### src/rtl/vga_pkg.sv
// Shared VGA constants, colour field positions and pipeline bundle types.
// Defaults describe standard 640x480 timing with an RGB565 image source.
package vga_pkg;

  localparam int H_ACTIVE_D = 640;
  localparam int H_FP_D     = 16;
  localparam int H_SYNC_D   = 96;
  localparam int H_BP_D     = 48;
  localparam int V_ACTIVE_D = 480;
  localparam int V_FP_D     = 10;
  localparam int V_SYNC_D   = 2;
  localparam int V_BP_D     = 33;

  localparam int CNT_W = 11;

  localparam int R_HI = 15;
  localparam int R_LO = 12;
  localparam int G_HI = 10;
  localparam int G_LO = 7;
  localparam int B_HI = 4;
  localparam int B_LO = 1;

  typedef struct packed {
    logic [3:0] r;
    logic [3:0] g;
    logic [3:0] b;
  } rgb444_t;

  typedef struct packed {
    logic       in_win;
    logic       de;
    logic       hs;
    logic       vs;
    logic       fs;
`ifdef VGA_BORDER_EN
    logic       brd;
`endif
    logic [2:0] sel;
  } pix_ctl_t;

  localparam pix_ctl_t CTL_IDLE = '{
    hs: 1'b1,
    vs: 1'b1,
    default: '0
  };

endpackage

### src/rtl/vga_timing_gen.sv
// Raster counters with sync, data-enable and frame-start decode.
// All outputs except the counters are combinational from the counters.
module vga_timing_gen
  import vga_pkg::*;
#(
  parameter int H_ACTIVE = H_ACTIVE_D,
  parameter int H_FP     = H_FP_D,
  parameter int H_SYNC   = H_SYNC_D,
  parameter int H_BP     = H_BP_D,
  parameter int V_ACTIVE = V_ACTIVE_D,
  parameter int V_FP     = V_FP_D,
  parameter int V_SYNC   = V_SYNC_D,
  parameter int V_BP     = V_BP_D
) (
  input  logic             clk,
  input  logic             rst,
  input  logic             pix_en,
  output logic [CNT_W-1:0] h_cnt,
  output logic [CNT_W-1:0] v_cnt,
  output logic             visible,
  output logic             hs,
  output logic             vs,
  output logic             fs,
  output logic             line_last,
  output logic             frame_last
);

  localparam int H_TOTAL = H_ACTIVE + H_FP + H_SYNC + H_BP;
  localparam int V_TOTAL = V_ACTIVE + V_FP + V_SYNC + V_BP;
  localparam int HS_BEG  = H_ACTIVE + H_FP;
  localparam int VS_BEG  = V_ACTIVE + V_FP;

  assign line_last  = h_cnt == CNT_W'(H_TOTAL - 1);
  assign frame_last = line_last && v_cnt == CNT_W'(V_TOTAL - 1);

  always_ff @(posedge clk or negedge rst) begin
    if (!rst) begin
      h_cnt <= '0;
      v_cnt <= '0;
    end else if (pix_en) begin
      if (line_last) begin
        h_cnt <= '0;
        v_cnt <= frame_last ? '0 : v_cnt + CNT_W'(1);
      end else begin
        h_cnt <= h_cnt + CNT_W'(1);
      end
    end
  end

  assign visible = h_cnt < CNT_W'(H_ACTIVE)
                && v_cnt < CNT_W'(V_ACTIVE);

  assign hs = !(h_cnt >= CNT_W'(HS_BEG)
             && h_cnt < CNT_W'(HS_BEG + H_SYNC));
  assign vs = !(v_cnt >= CNT_W'(VS_BEG)
             && v_cnt < CNT_W'(VS_BEG + V_SYNC));

  assign fs = h_cnt == '0 && v_cnt == '0;

endmodule

### src/rtl/vga_image_window.sv
// VGA engine overlaying one of NUM_IMG ROM images in a movable window.
// Define VGA_BORDER_EN to draw a ~bg_rgb ring around the window.
module vga_image_window
  import vga_pkg::*;
#(
  parameter int H_ACTIVE = H_ACTIVE_D,
  parameter int H_FP     = H_FP_D,
  parameter int H_SYNC   = H_SYNC_D,
  parameter int H_BP     = H_BP_D,
  parameter int V_ACTIVE = V_ACTIVE_D,
  parameter int V_FP     = V_FP_D,
  parameter int V_SYNC   = V_SYNC_D,
  parameter int V_BP     = V_BP_D,
  parameter int IMG_W    = 300,
  parameter int IMG_H    = 200,
  parameter int NUM_IMG  = 3,
  parameter int ROM_LAT  = 1,
  parameter int ADDR_W   = 16
) (
  input  logic                   clk,
  input  logic                   rst,
  input  logic                   pix_en,
  input  logic [2:0]             sel,
  input  logic [9:0]             win_x,
  input  logic [9:0]             win_y,
  input  logic [11:0]            bg_rgb,
  output logic [ADDR_W-1:0]      rom_addr,
  input  logic [16*NUM_IMG-1:0]  rom_data,
  output logic [3:0]             R,
  output logic [3:0]             G,
  output logic [3:0]             B,
  output logic                   h_sync,
  output logic                   v_sync,
  output logic                   de,
  output logic                   frame_start
);

  logic [CNT_W-1:0] h_cnt;
  logic [CNT_W-1:0] v_cnt;
  logic             vis;
  logic             hs0;
  logic             vs0;
  logic             fs0;
  logic             line_last;
  logic             frame_last;

  vga_timing_gen #(
    .H_ACTIVE (H_ACTIVE),
    .H_FP     (H_FP),
    .H_SYNC   (H_SYNC),
    .H_BP     (H_BP),
    .V_ACTIVE (V_ACTIVE),
    .V_FP     (V_FP),
    .V_SYNC   (V_SYNC),
    .V_BP     (V_BP)
  ) u_timing (
    .clk        (clk),
    .rst        (rst),
    .pix_en     (pix_en),
    .h_cnt      (h_cnt),
    .v_cnt      (v_cnt),
    .visible    (vis),
    .hs         (hs0),
    .vs         (vs0),
    .fs         (fs0),
    .line_last  (line_last),
    .frame_last (frame_last)
  );

  logic [9:0]       wx_q;
  logic [9:0]       wy_q;
  logic [2:0]       sel_q;
  logic [CNT_W-1:0] wx;
  logic [CNT_W-1:0] wy;
  logic [2:0]       sel_e;

  // Pixel (0,0) already uses the live inputs it is capturing.
  assign wx    = CNT_W'(fs0 ? win_x : wx_q);
  assign wy    = CNT_W'(fs0 ? win_y : wy_q);
  assign sel_e = fs0 ? sel : sel_q;

  always_ff @(posedge clk or negedge rst) begin
    if (!rst) begin
      wx_q  <= '0;
      wy_q  <= '0;
      sel_q <= '0;
    end else if (pix_en && fs0) begin
      wx_q  <= win_x;
      wy_q  <= win_y;
      sel_q <= sel;
    end
  end

  logic h_in;
  logic v_line;
  logic in_win0;

  assign h_in    = h_cnt >= wx
                && h_cnt < wx + CNT_W'(IMG_W);
  assign v_line  = v_cnt >= wy
                && v_cnt < wy + CNT_W'(IMG_H)
                && v_cnt < CNT_W'(V_ACTIVE);
  assign in_win0 = vis && h_in && v_line;

  logic [ADDR_W-1:0] row_base;
  logic [ADDR_W-1:0] col;

  // Stride is added per window line even when columns were clipped.
  always_ff @(posedge clk or negedge rst) begin
    if (!rst) begin
      row_base <= '0;
      col      <= '0;
    end else if (pix_en) begin
      if (line_last) begin
        col <= '0;
        if (frame_last)
          row_base <= '0;
        else if (v_line)
          row_base <= row_base + ADDR_W'(IMG_W);
      end else if (in_win0) begin
        col <= col + ADDR_W'(1);
      end
    end
  end

  pix_ctl_t ctl0;
  pix_ctl_t ctl1;
  pix_ctl_t dly [ROM_LAT];

  always_comb begin
    ctl0        = CTL_IDLE;
    ctl0.in_win = in_win0;
    ctl0.de     = vis;
    ctl0.hs     = hs0;
    ctl0.vs     = vs0;
    ctl0.fs     = fs0;
    ctl0.sel    = sel_e;
`ifdef VGA_BORDER_EN
    ctl0.brd    = in_win0
               && (col == '0
                || col == ADDR_W'(IMG_W - 1)
                || row_base == '0
                || v_cnt == wy + CNT_W'(IMG_H - 1));
`endif
  end

  always_ff @(posedge clk or negedge rst) begin
    if (!rst) begin
      rom_addr <= '0;
      ctl1     <= CTL_IDLE;
      for (int i = 0; i < ROM_LAT; i++)
        dly[i] <= CTL_IDLE;
    end else if (pix_en) begin
      if (in_win0)
        rom_addr <= row_base + col;
      ctl1   <= ctl0;
      dly[0] <= ctl1;
      for (int i = 1; i < ROM_LAT; i++)
        dly[i] <= dly[i-1];
    end
  end

  pix_ctl_t    ctl_o;
  logic [15:0] word;
  rgb444_t     pix;
  logic        unused_bits;

  assign ctl_o       = dly[ROM_LAT-1];
  assign unused_bits = ^{word[11], word[6:5], word[0]};

  always_comb begin
    word = '0;
    for (int k = 0; k < NUM_IMG; k++)
      if (ctl_o.sel == 3'(k))
        word = rom_data[16*k +: 16];
    pix = '0;
    if (ctl_o.in_win && int'(ctl_o.sel) < NUM_IMG) begin
      pix.r = word[R_HI:R_LO];
      pix.g = word[G_HI:G_LO];
      pix.b = word[B_HI:B_LO];
    end else if (ctl_o.de) begin
      pix = rgb444_t'(bg_rgb);
    end
`ifdef VGA_BORDER_EN
    if (ctl_o.brd)
      pix = rgb444_t'(~bg_rgb);
`endif
  end

  always_ff @(posedge clk or negedge rst) begin
    if (!rst) begin
      {R, G, B}   <= '0;
      h_sync      <= 1'b1;
      v_sync      <= 1'b1;
      de          <= 1'b0;
      frame_start <= 1'b0;
    end else if (pix_en) begin
      {R, G, B}   <= pix;
      h_sync      <= ctl_o.hs;
      v_sync      <= ctl_o.vs;
      de          <= ctl_o.de;
      frame_start <= ctl_o.fs;
    end
  end

endmodule
### config.mk
export PLATFORM = sky130hd
export DESIGN_NAME = vga_image_window
export DESIGN_NICKNAME = d
export VERILOG_FILES = /design/src/rtl/vga_pkg.sv /design/src/rtl/vga_timing_gen.sv /design/src/rtl/vga_image_window.sv
export SDC_FILE = /design/constraint.sdc
export NUM_CORES = 1
export LEC_CHECK = 0
export CORE_MARGIN = 5
export CORE_UTILIZATION = 45
export CTS_BUF_LIST = sky130_fd_sc_hd__clkbuf_2
export DETAILED_ROUTE_END_ITERATION = 8
export PLACE_DENSITY = 0.8
export SLEW_MARGIN = 5
export SYNTH_ARGS = -nofsm -noshare
export SYNTH_HDL_FRONTEND = slang
export SYNTH_HIERARCHICAL = 1
export SYNTH_SLANG_ARGS = --single-unit
### constraint.sdc
create_clock -name clk -period 8.78 [get_ports clk]
set_input_delay 1.756 -clock clk [delete_from_list [all_inputs] [get_ports clk]]
set_output_delay 1.756 -clock clk [all_outputs]
set_load 0.02 [all_outputs]
Word-level counts from Yosys, hierarchy flattened
Cells that the tools add are included.
{ "totals": {"reg_bits": 125, "out_inout_bits": 32} }
{ "op_classes": {"add_sub_neg": 7, "magnitude_cmp": 11, "eq_ne": 4, "mux": 14, "n_reduce_logical": 23} }
{ "op_table": {"columns": ["operator", "n"], "rows": [
  ["two-way mux 16 bit", 7],
  ["two-way mux 12 bit", 2],
  ["adder 11 x 1 -> 11 bit (second input constant)", 2],
  ["equality test 11 x 10 -> 1 bit (second input constant)", 2],
  [">= comparator 11 x 10 -> 1 bit", 2],
  ["logical NOT 11 bit", 2],
  ["< comparator 11 x 10 -> 1 bit (second input constant)", 2],
  ["< comparator 11 bit", 2],
  ["< comparator 11 x 9 -> 1 bit (second input constant)", 2],
  ["two-way mux 11 bit", 2],
  ["two-way mux 10 bit", 2],
  ["adder 16 x 1 -> 16 bit (second input constant)", 1],
  ["adder 16 bit", 1],
  ["adder 16 x 9 -> 16 bit (second input constant)", 1],
  ["logical AND 1 bit", 12],
  ["adder 10 x 8 -> 11 bit (second input constant)", 1],
  ["adder 10 x 9 -> 11 bit (second input constant)", 1],
  [">= comparator 11 x 10 -> 1 bit (second input constant)", 1],
  [">= comparator 11 x 9 -> 1 bit (second input constant)", 1],
  ["AND reduction 2 bit", 3],
  ["nonzero test 2 bit", 2],
  ["equality test 3 x 1 -> 1 bit (second input constant)", 1],
  ["equality test 3 x 2 -> 1 bit (second input constant)", 1],
  ["logical NOT 3 bit", 1],
  ["other kinds (4)", 5]
]} }

Logic depth before layout (Yosys ltp)
Gate-level depths: netlist of run 1.
{ "depth": {"depth_word": 10, "ltp_mapped": 23} }

By module
Netlist of run 1, hierarchy kept.
{ "modules_own_cells": {"columns": ["mod", "n_inst", "cells_per_inst", "area_each_um2"], "rows": [
  ["vga_image_window", 1, 681, 6492.5],
  ["vga_timing_gen", 1, 134, 1253.7]
]} }

Worst setup path before layout of run 1
Ideal clock, no wire load.
{ "synth_path": {"kind": "register to register", "startpoint": "register u_timing.v_cnt[1]", "endpoint": "register col[11]", "setup_ns": 0.077, "t_arrival_ns": 5.113, "setup_slack_ns": 3.590, "path_stages_with_launch": 21, "n_path_buf": 3, "synth_period_minus_slack_ns": 5.190, "path_cell_list": "dfrtp_1 inv_1 ha_1 nor4b_1 nand4_1 nor4_1 clkbuf_1 buf_1 mux2i_1 nor3_1 nand3b_1 xor2_1 ha_1 a21o_1 a21o_1 a221oi_1 nand3_1 or3_1 buf_2 or4_1 a21oi_1"} }
{ "synth_via": {"elab_chain_cells": 10} }
{ "synth_rtl": {"columns": ["element", "line_no", "text"], "rows": [
  ["from (decl)", "vga_timing_gen.sv:19", "output logic [CNT_W-1:0] v_cnt,"],
  ["from (signal assigned)", "vga_timing_gen.sv:43", "v_cnt <= frame_last ? '0 : v_cnt + CNT_W'(1);"],
  ["logical NOT 11 bit *", "vga_timing_gen.sv:58", "assign fs = h_cnt == '0 && v_cnt == '0;"],
  ["logical AND 1 bit *", "vga_timing_gen.sv:58", null],
  ["net fs0", "vga_image_window.sv:43", "logic fs0;"],
  ["two-way mux 10 bit, on equally long branches", "vga_image_window.sv:78, vga_image_window.sv:79", null],
  ["adder 10 x 9 -> 11 bit or adder 10 x 8 -> 11 bit (tied branches)", "vga_image_window.sv:99, vga_image_window.sv:101", null],
  ["< comparator 11 bit, on equally long branches", "vga_image_window.sv:99, vga_image_window.sv:101", null],
  ["logical AND 1 bit, on equally long branches", "vga_image_window.sv:99, vga_image_window.sv:101", null],
  ["logical AND 1 bit, on equally long branches", "vga_image_window.sv:103, vga_image_window.sv:102", null],
  ["logical AND 1 bit *", "vga_image_window.sv:103", "assign in_win0 = vis && h_in && v_line;"],
  ["nonzero test 2 bit (no source line) *", null, null],
  ["AND reduction 2 bit (no source line) *", null, null],
  ["to (signal assigned)", "vga_image_window.sv:121", "col <= col + ADDR_W'(1);"],
  ["to (decl)", "vga_image_window.sv:106", "logic [ADDR_W-1:0] col;"]
]} }
The timed path passes the listed nets; every way through them passes the cells marked *.
A chain may end at the register's enable or synchronous reset.

Final worst setup path of run 1
Same ends and word-level chain as after synthesis.

==> parameters.txt, run 1 <==
Parameter                              Value

Outcome
  Run status ... finished clean

Power and ir drop
  Sw power ... 0.000340 W
  Clk pwr share ... 0.286
  Comb power frac ... 0.155
  Power per Cell Area ... 121 nW/µm²
  Sequential share of power ... 0.559
  Cell internal power dissipation ... 0.000775 W
  Total leakage power ... ~4 nW
  Sw Ratio ... 0.305
  Worst ir drop on vdd ... 0.0997 mV

Routing
  Total number of vias ... 6,387
  Post-Route WL ... 18.0 mm
  Average wire per standard cell ... 15.7 µm
  Number of design-rule violations left by the first detailed-router iteration ... 390
  Antenna Nets Post-Route ... 0
  Via density ... 5.55
  DRC violations left ... 0
  Drt pass-1 iters ... 5

Placement
  Routability Congestion ... 0.850
  Total half-perimeter wirelength after legalization and detailed placement ... about 13 mm
  Quantity of I/O buffers inserted on ports ... roughly 110

Critical path
  Kind of capture point of the worst setup path ... flop
  Number of buffers and inverters on the critical path ... 2
  Cell family contributing the most delay on the critical path ... simple AND/OR/NAND/NOR gates
  Worst EP required ... approximately 9.4 ns
  Critical path class ... reg2reg
  Startpoint types ... flop
  Highest net fanout along the worst path ... 35
  Levels on crit path ... 18
  Cell-by-cell listing of the critical path ... inv_1 > ha_1 > nor4b_1 > nand4_1 > nor4_2 > buf_4 > mux2i_1 > ha_1 > o21a_1 > or3_1 > xor2_1 > ha_1 > a211oi_1 > o21ai_1 > or3_1 > or3_1 > or4_1 > a21oi_1
  Worst Reg-to-Reg Cells ... 18
  Library cell contributing the largest single delay on the critical path ... or3_1
  Worst path arrival time ... 6.76 ns
  Highest cell delay on the worst timing path ... slightly above 0.8 ns

Layout
  Layout filler cell count ... roughly 1,600
  Fraction of final layout cells with drive strength greater than 1 ... 0.107
  Layout overhead on the synthesized area ... 18.6%
  Net count of the finished layout ... 1,057
  Final core area utilization ... 0.537
  FF+latch area ... 3090 µm²
  Count of antenna diodes in the layout ... 0
  Area of the multi-input gates ... ~4400 µm²

Timing
  Final setup violation count ... 0
  Number of max-slew violations in the final report ... 0
  Setup repair after global routing missed its margin ... false
  Worst hold slack across all endpoints ... 0.498 ns
  Slew Limit Headroom ... 0.273
  Timing-limited maximum frequency ... 164 MHz
  Setup TNS ... 0 ns
  Clock period minus final worst setup slack ... ~6 ns
  Final hold viol count ... 0
  Clock tree skew after final layout ... 0.0339 ns
  Post-route clock period utilization ... 0.696
  Worst-Margin Slew ... 1.09 ns

Synth
  Syn nets ... 959
  Main area contributors after synthesis ... dfrtp_1, ha_1, mux2_2
  Synth top area share ... 0.378
  Ys async rst share ... 1.00
  Gate count after technology mapping ... between 800 and 900
  Yosys top cell by area ... dfrtp_1
  Count of different cell masters after synthesis ... 66
  Synthesized area ... about 7700 µm²
  EDFF count, synth ... 0
  Sequential fraction of the synthesis area ... 0.398
  Mean cell area of the mapped netlist ... around 9.5 µm²
  Total number of yosys warnings ... 6
  Synth Flop Type ... dfrtp_1
  Number of register bits inferred by synthesis ... 123

Clock tree
  Clock slew at reported path FFs ... 0.19 ns
  Clock Sink Count ... 123
  Post-CTS Setup Inserts ... 0
  Clock tree root driver cell ... clkbuf_2
  Number of H-tree branching levels ... 4
  PostCTS Resize Cnt ... 0
  TritonCTS clock tree ... done
  Hold-fix buffer count after cts ... 0
  Clock latency of the later-clocked register in the worst-skew pair ... 0.70 ns
  Cts bufs inserted ... 17
  Clk buf depth ... 2

Global routing
  Antenna violations before repair ... 0
  Final global-route overflow total ... 0
  Global routing usage summed across all routing layers ... 0.187
  Largest net degree at the start of global routing ... 68
  Vias in the first global route ... 6,415
  Wire length of the first global-routing pass ... roughly 31 mm

Die
  Num rows ... 48
  Initial Utilization ... 0.453
  Core Box Area ... roughly 17,000 µm²
  Die Height ... roughly 140 µm
  DIE WIDTH ... between 100 and 150 µm
  Die ar. ... roughly 20,000 µm²
  Number of I/O pins ... approximately 120

Min path
  Number of stages on the worst hold path ... 2
  Hold WC Path Type ... reg2reg

Flow run
  Max-Cap Viols ... 0
==> cells in the final DEF (no fill, tap or decap), types with 12 or more instances in the layout <==
master and n:
nand3_1 20, mux2_2 40, clkdlybuf4s50_1 103, mux2i_1 44, nor4_1 13, nand4_1 16
a21oi_1 53, o21ai_0 46, inv_1 28, nor3_1 12, dfrtp_1 117, ha_1 58
xnor2_1 19, xor2_1 17, nor2_1 82, nand2_1 66, a31oi_1 16, clkbuf_2 18
==> layout make-up <==
class,instances,share of cell area
Clock buffer,18,0.00980
Clock inverter,13,0.0114
Inverter,29,0.0118
Multi-Input combinational cell,630,0.481
Sequential cell,123,0.336
Tap cell,225,0.0306
Timing Repair Buffer,112,0.119
==> registers in the layout, indices dropped and copies added (netlist names), 8 cells and up <==
| signal | flops |
|---|---|
| row_base | 14 |
| u_timing/v_cnt | 11 |
| rom_addr | 16 |
| ctl_o | 8 |
| u_timing/h_cnt | 11 |
| wx_q | 10 |
| ctl1 | 8 |
| wy_q | 10 |
| col | 16 |
==> stage by stage <==
stage / setup WS, ns / power (W) / instances / instance area [µm²]
finish: 2.67 / 0.00112 / 1150 / 9190
global route: 2.16 / 0.00118 / 1150 / 9190
CTS: 2.65 / 0.00113 / 1150 / 9190
detailed placement: 2.48 / 0.000807 / 1119 / 8990
global placement: 2.50 / 0.000801 / 1119 / 8990
floorplan: 3.59 / 0.000728 / 815 / 7750
==> per-layer routing <==
layer | vias to the layer above | wire length, µm | track usage
met5 | - | 0 | 0
met4 | 0 | 329 | 0.0632
met3 | 29 | 821 | 0.0478
met2 | 137 | 8620 | 0.304
met1 | 3050 | 8260 | 0.244
li1 | 3171 | - | -
==> path summary, 6_finish.rpt <==
check / startpoint / slack (ns) / to
worst min-delay path: rom_addr[6]$_DFFE_PN0P_ / 0.50 / rom_addr[6]$_DFFE_PN0P_
worst min register to register: rom_addr[6]$_DFFE_PN0P_ / 0.50 / rom_addr[6]$_DFFE_PN0P_
worst max-delay path: u_timing/v_cnt[1]$_DFFE_PN0P_ / 2.67 / col[11]$_DFFE_PN0P_
max in group asynchronous: rst / 6.41 / ctl_o[6]$_DFFE_PN0P_
min in group asynchronous: rst / 1.13 / rom_addr[3]$_DFFE_PN0P_
worst max register to register: u_timing/v_cnt[1]$_DFFE_PN0P_ / 2.67 / col[11]$_DFFE_PN0P_
==> power by group through the flow <==
stage,registers [W],clock network (W),logic [W]
2_1_floorplan,0.000618,0,0.000110
3_3_place_gp,0.000633,0,0.000168
3_5_place_dp,0.000633,0,0.000174
4_1_cts,0.000623,0.000330,0.000175
5_1_grt,0.000628,0.000356,0.000195
6_report,0.000623,0.000319,0.000173
==> cells by family (layout without fill, tap and decap cells) <==
group,count (synthesis),after routing,synth area share
xor gates and xnor gates,36,36,0.0407
adders and majority gates,58,58,0.0937
muxes,84,84,0.115
and+or+nand+nor,272,272,0.176
AOI/OAI and AO/OA,180,180,0.144
buffers and inverters,62,172,0.0323
DFF,123,123,0.398
==> synth_stat cells, types with 8 or more instances <==
master      n
nand2_1    66
a21oi_1    53
nand3_1    20
clkbuf_1   26
nor4_1     15
xor2_1     17
nand4_1    16
mux2i_1    44
nor2b_1    11
xnor2_1    19
nor2_1     82
ha_1       58
nor3_1     12
dfrtp_1   117
and3_1      9
inv_1      28
a31oi_1    16
mux2_2     40
a21o_1     11
o21a_1      8
o21ai_0    46
==> worst register-to-register path, delay by kind of cell, from the launching register on <==
kind	cells	cell delay, ns
fa+ha+maj	3	0.72
simple gates	7	3.37
mux	1	0.20
xor+xnor	1	0.16
flops	1	0.48
buf+inv	2	0.43
compound gates	4	0.71
(Power assumes the default switching activity.)
==> inputs of run 2 (changes only) <==
--- a/config.mk
+++ b/config.mk
@@ -9,7 +9,7 @@
 export CORE_UTILIZATION = 45
 export CTS_BUF_LIST = sky130_fd_sc_hd__clkbuf_2
 export DETAILED_ROUTE_END_ITERATION = 8
-export PLACE_DENSITY = 0.8
+export PLACE_DENSITY = 0.83
 export SLEW_MARGIN = 5
 export SYNTH_ARGS = -nofsm -noshare
 export SYNTH_HDL_FRONTEND = slang
==> constraint.sdc (replaced) <==
create_clock -name clk -period 5.5 [get_ports clk]
set_input_delay 1.1 -clock clk [delete_from_list [all_inputs] [get_ports clk]]
set_output_delay 1.1 -clock clk [all_outputs]
set_load 0.02 [all_outputs]
==> parameters.txt, run 2 (same netlist as run 1, synthesis figures left out) <==
Parameter                              Value

Outcome
  Run status ... finished clean

Timing
  Final setup violation count ... 0 (unchanged)
  Timing-limited maximum frequency ... 195 MHz (+19%)
  Setup TNS ... 0 ns (unchanged)
  Worst-Margin Slew ... 1.12 ns (+0.0361 ns)
  Clock period minus final worst setup slack ... 5.13 ns (-0.984 ns)
  Slew Limit Headroom ... 0.249 (-0.0241)
  Setup repair after global routing missed its margin ... false
  Setup WS post-layout ... 0.372 ns (-2.30 ns)
  Clock tree skew after final layout ... 0.0277 ns (-0.00618 ns)
  Post-route clock period utilization ... 0.932 (+0.236)
  Final hold viol count ... 0 (unchanged)
  Number of max-slew violations in the final report ... 0 (unchanged)

Layout
  Layout overhead on the synthesized area ... 21.2%
  Count of antenna diodes in the layout ... 0 (unchanged)
  Net count of the finished layout ... 1,071 (+1.3%)
  Layout filler cell count ... 1,557 (+0.45%)
  Fraction of final layout cells with drive strength greater than 1 ... 0.122 (+0.0153)
  Registers with the most flip-flops ... col x16, rom_addr x16, row_base x14
  Most frequent standard cell in the layout excluding fill and tap cells ... dfrtp_1
  Leading cell types in the layout, fill and taps excluded ... dfrtp_1, clkdlybuf4s50_1, nor2_1
  FF+latch area ... 3090 µm² (unchanged)
  Area of the multi-input gates ... 4440 µm² (+0.40%)

Routing
  Post-Route WL ... 18.3 mm (+1.6%)
  Via density ... 5.60 (+0.88%)
  Number of design-rule violations left by the first detailed-router iteration ... 313 (-20%)
  Average wire per standard cell ... 15.7 µm (+0.30%)
  Total number of vias ... 6,527 (+2.2%)
  DRC violations left ... 0 (unchanged)
  Antenna Nets Post-Route ... 0 (unchanged)
  Drt pass-1 iters ... 5 (unchanged)

Clock tree
  Number of H-tree branching levels ... 4 (unchanged)
  Clk buf depth ... 2 (unchanged)
  TritonCTS clock tree ... done
  Clock tree root driver cell ... clkbuf_2
  Cts bufs inserted ... 17 (unchanged)
  Clock slew at reported path FFs ... 0.19 ns (about the same)
  Clock Sink Count ... 123 (unchanged)
  Clock latency of the later-clocked register in the worst-skew pair ... 0.69 ns (about the same)

Die
  Num rows ... 48 (unchanged)
  DIE WIDTH ... 141 µm (unchanged)
  Die ar. ... 19,900 µm² (unchanged)
  Core Box Area ... 17,100 µm² (unchanged)
  Initial Utilization ... 0.453 (unchanged)
  Die Height ... 141 µm (unchanged)
  Number of I/O pins ... 118 (unchanged)

Power and ir drop
  Sequential share of power ... 0.521 (-0.038)
  Cell internal power dissipation ... 0.00138 W (+77%)
  Worst ir drop on vdd ... 0.197 mV (+98%)
  Power per Cell Area ... 204 nW/µm² (+68%)
  Comb power frac ... 0.146 (-0.009)
  Sw power ... 0.000541 W (+59%)
  Sw Ratio ... 0.282 (-0.0228)
  Total leakage power ... 4.11 nW (+2.7%)
  Clk pwr share ... 0.333 (+0.047)

Critical path
  Worst path arrival time ... 5.72 ns (-1.04 ns)
  Startpoint types ... flop
  Highest net fanout along the worst path ... 22 (-37%)
  Kind of capture point of the worst setup path ... flop
  Critical path class ... reg2reg
  Worst EP required ... 6.09 ns (-3.33 ns)

Placement
  Total half-perimeter wirelength after legalization and detailed placement ... 13.4 mm (+2.6%)
  Minimum setup slack after placement ... 0.337 ns (-2.15 ns)
  Quantity of I/O buffers inserted on ports ... 105 (unchanged)
  Routability Congestion ... 0.833 (-1.9%)

Global routing
  Final global-route overflow total ... 0 (unchanged)
  Global routing usage summed across all routing layers ... 0.187 (about the same)
  Vias in the first global route ... 6,456 (+0.64%)
  Antenna violations before repair ... 0 (unchanged)
  Largest net degree at the start of global routing ... 68 (unchanged)
  Wire length of the first global-routing pass ... 30.9 mm (+0.99%)

Flow run
  Max-Cap Viols ... 0 (unchanged)

Min path
  Hold WC Path Type ... in2async
[run 2: cell types whose count changed in the layout (fill, tap and decap cells not counted), moves of 2 or more]
| cell | change |
|---|---|
| buf_4 | +14 |
| clkinvlp_4 | -2 |
| bufinv_16 | +3 |
| clkinv_2 | -2 |
| clkinv_1 | +2 |
[run 2: final timing paths]
kind | startpoint | endpoint | slack (ns) | cells past startpoint
max | u_timing/v_cnt[1]$_DFFE_PN0P_ | row_base[13]$_DFFE_PN0P_ | 0.37 | 22
min | rst | rom_addr[9]$_DFFE_PN0P_ | 0.48 | 1
max reg2reg | u_timing/v_cnt[1]$_DFFE_PN0P_ | row_base[13]$_DFFE_PN0P_ | 0.37 | 22
min reg2reg | rom_addr[2]$_DFFE_PN0P_ | rom_addr[2]$_DFFE_PN0P_ | 0.50 | 2
max in group asynchronous | rst | wx_q[6]$_DFFE_PN0P_ | 3.78 | 2
min in group clk | rom_addr[2]$_DFFE_PN0P_ | rom_addr[2]$_DFFE_PN0P_ | 0.50 | 2
[run 2: repair_timing]
action                     CTS  global route
setup buffers                0             0
setup endpoints to repair    0            13
hold buffers                 0             0
resized for setup            0             3
[run 2: area by class of cell]
cell class                      count  share of cell area
Clock buffer                       18             0.00960
Clock inverter                     14              0.0189
Inverter                           29              0.0116
Multi-Input combinational cell    630               0.473
Sequential cell                   123               0.329
Tap cell                          225              0.0300
Timing Repair Buffer              126               0.128
[run 2: critical path, cell delays in order (launching register included)]
cell      delay, ns
dfrtp_1        0.48
inv_1          0.10
ha_1           0.14
nor4b_2        0.20
buf_4          0.16
nand4_1        0.10
nor4_2         0.27
buf_4          0.27
mux2i_1        0.38
inv_1          0.13
ha_1           0.22
inv_1          0.08
o21a_1         0.16
a21oi_1        0.09
xor2_1         0.17
ha_1           0.31
a21o_1         0.16
a221oi_1       0.39
nand3_1        0.16
buf_4          0.26
nor4_1         0.46
mux2i_1        0.25
o21ai_0        0.09
[run 2: power groups by stage]
stage / registers [W] / logic (W) / clock network, W
final: 0.000998 / 0.000280 / 0.000639
after global routing: 0.00101 / 0.000314 / 0.000703
after CTS: 0.000997 / 0.000282 / 0.000661
after detailed placement: 0.00101 / 0.000281 / 0
after global placement: 0.00101 / 0.000269 / 0
after floorplan: 0.000986 / 0.000176 / 0
[run 2: per-stage QoR]
step                hold slack (ns)  power, W  std cells  instance area [µm²]   util
CTS                           0.447   0.00194       1165                 9370  0.547
floorplan                     0.448   0.00116        815                 7750      -
global route                  0.468   0.00202       1165                 9390  0.548
detailed placement            0.461   0.00129       1133                 9100  0.532
finish                        0.485   0.00192       1165                 9390  0.548
global placement              0.455   0.00128       1133                 9100  0.532
[run 2: metal layers]
metal / up-vias / wire (µm) / global-route usage
li1: 3198 / - / -
met1: 3154 / 8260 / 0.247
met2: 148 / 8970 / 0.310
met3: 27 / 788 / 0.0458
met4: 0 / 303 / 0.0490
met5: - / 0 / 0
==> inputs of run 3 (changes only) <==
--- a/config.mk
+++ b/config.mk
@@ -8,8 +8,10 @@
 export CORE_MARGIN = 5
 export CORE_UTILIZATION = 45
 export CTS_BUF_LIST = sky130_fd_sc_hd__clkbuf_2
+export CTS_CLUSTER_SIZE = 20
 export DETAILED_ROUTE_END_ITERATION = 8
 export PLACE_DENSITY = 0.83
+export RECOVER_POWER = 25
 export SLEW_MARGIN = 5
 export SYNTH_ARGS = -nofsm -noshare
 export SYNTH_HDL_FRONTEND = slang
==> parameters.txt, run 3 (same netlist as run 1, synthesis figures left out) <==
Parameter                              Value

Critical path
  Startpoint types ... flop
  Critical R2R Capture ... row_base[13]$_DFFE_PN0P_
  Highest net fanout along the worst path ... 22 (unchanged)
  Kind of capture point of the worst setup path ... flop
  Worst Reg-to-Reg Cells ... 22 (unchanged)
  Worst EP required ... 6.09 ns (about the same)
  Worst path arrival time ... 5.72 ns (about the same)
  Critical path class ... reg2reg
  Reg-to-reg critical path startpoint ... u_timing/v_cnt[1]$_DFFE_PN0P_
  Setup slack on the worst flop-to-flop path ... 0.37 ns (about the same)

Global routing
  Largest net degree at the start of global routing ... 68 (unchanged)
  Global routing usage summed across all routing layers ... 0.187 (unchanged)
  Final global-route overflow total ... 0 (unchanged)
  Vias in the first global route ... 6,456 (unchanged)
  Antenna violations before repair ... 0 (unchanged)
  Wire length of the first global-routing pass ... 30.9 mm (unchanged)

Timing
  Setup TNS ... 0 ns (unchanged)
  Post-route clock period utilization ... 0.932 (about the same)
  Setup repair after global routing missed its margin ... false
  Final hold viol count ... 0 (unchanged)
  Final setup violation count ... 0 (unchanged)
  Clock tree skew after final layout ... 0.0273 ns (-0.000427 ns)
  Number of max-slew violations in the final report ... 68 (+68)
  Timing-limited maximum frequency ... 195 MHz (about the same)
  Clock period minus final worst setup slack ... 5.13 ns (+0.000719 ns)
  Worst-Margin Slew ... 3.54 ns (+2.42 ns)
  Slew Limit Headroom ... -1.36 (-1.61)

Clock tree
  Clock Sink Count ... 123 (unchanged)
  TritonCTS clock tree ... done
  Clock latency of the later-clocked register in the worst-skew pair ... 0.70 ns (about the same)
  Clk buf depth ... 2 (unchanged)
  Clock slew at reported path FFs ... 0.19 ns (about the same)
  Clock tree root driver cell ... clkbuf_2
  Cts bufs inserted ... 17 (unchanged)
  Number of H-tree branching levels ... 4 (unchanged)

Power and ir drop
  Total leakage power ... 4.10 nW (about the same)
  Power per Cell Area ... 204 nW/µm² (about the same)
  Worst ir drop on vdd ... 0.197 mV (about the same)

Routing
  Drt pass-1 iters ... 6 (+1)
  Via density ... 5.61 (+0.18%)
  Average wire per standard cell ... 15.7 µm (about the same)
  Total number of vias ... 6,539 (+0.18%)
  DRC violations left ... 0 (unchanged)
  Antenna Nets Post-Route ... 0 (unchanged)
  Post-Route WL ... 18.3 mm (about the same)
  Number of design-rule violations left by the first detailed-router iteration ... 313 (unchanged)

Outcome
  Run status ... complete, but fails checks
  Violations in the final reports ... max-capacitance violations, max-slew violations

Placement
  Routability Congestion ... 0.833 (unchanged)
  Total half-perimeter wirelength after legalization and detailed placement ... 13.4 mm (unchanged)
  Quantity of I/O buffers inserted on ports ... 105 (unchanged)
  Placed Area ... 9100 µm² (unchanged)

Layout
  Layout overhead on the synthesized area ... 21.1% (about the same)
  Net count of the finished layout ... 1,071 (unchanged)
  Summed area of non-filler cells in the final layout ... 9380 µm² (about the same)
  Leading cell types in the layout, fill and taps excluded ... dfrtp_1, clkdlybuf4s50_1, nor2_1
  Count of antenna diodes in the layout ... 0 (unchanged)
  Fraction of final layout cells with drive strength greater than 1 ... 0.121 (-0.00106)
  Most frequent standard cell in the layout excluding fill and tap cells ... dfrtp_1
  Registers with the most flip-flops ... col x16, rom_addr x16, row_base x14

Min path
  Hold WC Path Type ... reg2reg
  Start point of the worst min-delay path ... rom_addr[2]$_DFFE_PN0P_
  Number of stages on the worst hold path ... 2
  Hold-critical path endpoint ... rom_addr[2]$_DFFE_PN0P_

Die
  Num rows ... 48 (unchanged)
  Number of I/O pins ... 118 (unchanged)
  Die Height ... 141 µm (unchanged)
  Initial Utilization ... 0.453 (unchanged)
  DIE WIDTH ... 141 µm (unchanged)
  Core Box Area ... 17,100 µm² (unchanged)
  Die ar. ... 19,900 µm² (unchanged)

Flow run
  Max-Cap Viols ... 1 (+1)
==> run 3: cell types whose count changed in the layout (fill, tap and decap cells not counted) <==
cell / previous run / this run
buf_4: 22 / 21
clkbuf_1: 0 / 1
==> run 3: stage by stage <==
stage / power (W) / cells / setup WS [ns] / utilization / hold slack (ns)
global placement: 0.00128 / 1133 / 0.447 / 0.532 / 0.455
detailed placement: 0.00129 / 1133 / 0.337 / 0.532 / 0.461
floorplan: 0.00116 / 815 / 0.310 / - / 0.448
CTS: 0.00194 / 1165 / 0.300 / 0.547 / 0.447
finish: 0.00192 / 1165 / 0.371 / 0.548 / 0.497
global route: 0.00202 / 1165 / 0.00668 / 0.548 / 0.525
==> run 3: routing by layer <==
| layer | global-route usage | wire length (µm) | vias up | share of wire |
|---|---|---|---|---|
| met5 | 0 | 0 | - | 0 |
| met4 | 0.0490 | 328 | 0 | 0.018 |
| met3 | 0.0458 | 778 | 30 | 0.042 |
| met2 | 0.310 | 8940 | 153 | 0.49 |
| met1 | 0.247 | 8290 | 3158 | 0.45 |
| li1 | - | - | 3198 | - |
==> run 3: critical path: stages (launching register included) <==
cell      delay [ns]
dfrtp_1         0.48
inv_1           0.10
ha_1            0.14
nor4b_2         0.20
buf_4           0.16
nand4_1         0.10
nor4_2          0.27
buf_4           0.27
mux2i_1         0.38
inv_1           0.13
ha_1            0.22
inv_1           0.08
o21a_1          0.16
a21oi_1         0.09
xor2_1          0.17
ha_1            0.31
a21o_1          0.16
a221oi_1        0.39
nand3_1         0.16
buf_4           0.26
nor4_1          0.46
mux2i_1         0.25
o21ai_0         0.09
==> run 3: layout make-up <==
class,count,area (µm²)
fill,1559,7730
sequential,123,3090
clock inverter,14,178
tap,225,282
timing repair buffer,126,1200
inverter,29,109
multi-input combinational,630,4440
clock buffer,18,90.1
==> run 3: worst max path at each step <==
stage                                   from                       end  slack, ns  cells past startpoint
6_report       u_timing/v_cnt[1]$_DFFE_PN0P_  row_base[13]$_DFFE_PN0P_       0.37                     22
5_1_grt        u_timing/v_cnt[1]$_DFFE_PN0P_       col[11]$_DFFE_PN0P_      0.007                     23
4_1_cts        u_timing/v_cnt[1]$_DFFE_PN0P_       col[11]$_DFFE_PN0P_       0.30                     21
3_5_place_dp   u_timing/v_cnt[1]$_DFFE_PN0P_       col[11]$_DFFE_PN0P_       0.34                     21
3_3_place_gp   u_timing/v_cnt[0]$_DFFE_PN0P_       col[11]$_DFFE_PN0P_       0.45                     20
2_1_floorplan  u_timing/v_cnt[1]$_DFFE_PN0P_       col[11]$_DFFE_PN0P_       0.31                     20
==> run 3: power by group <==
part | switching [W] | internal (W)
Clock | 0.000346 | 0.000294
Combinational | 0.000132 | 0.000148
Sequential | 0.0000642 | 0.000934
==> run 3: what timing repair did <==
action,in CTS,in global routing
resized for setup,0,3
buffers inserted,0,0
hold buffers,0,0
endpoints found under the setup margin,0,13
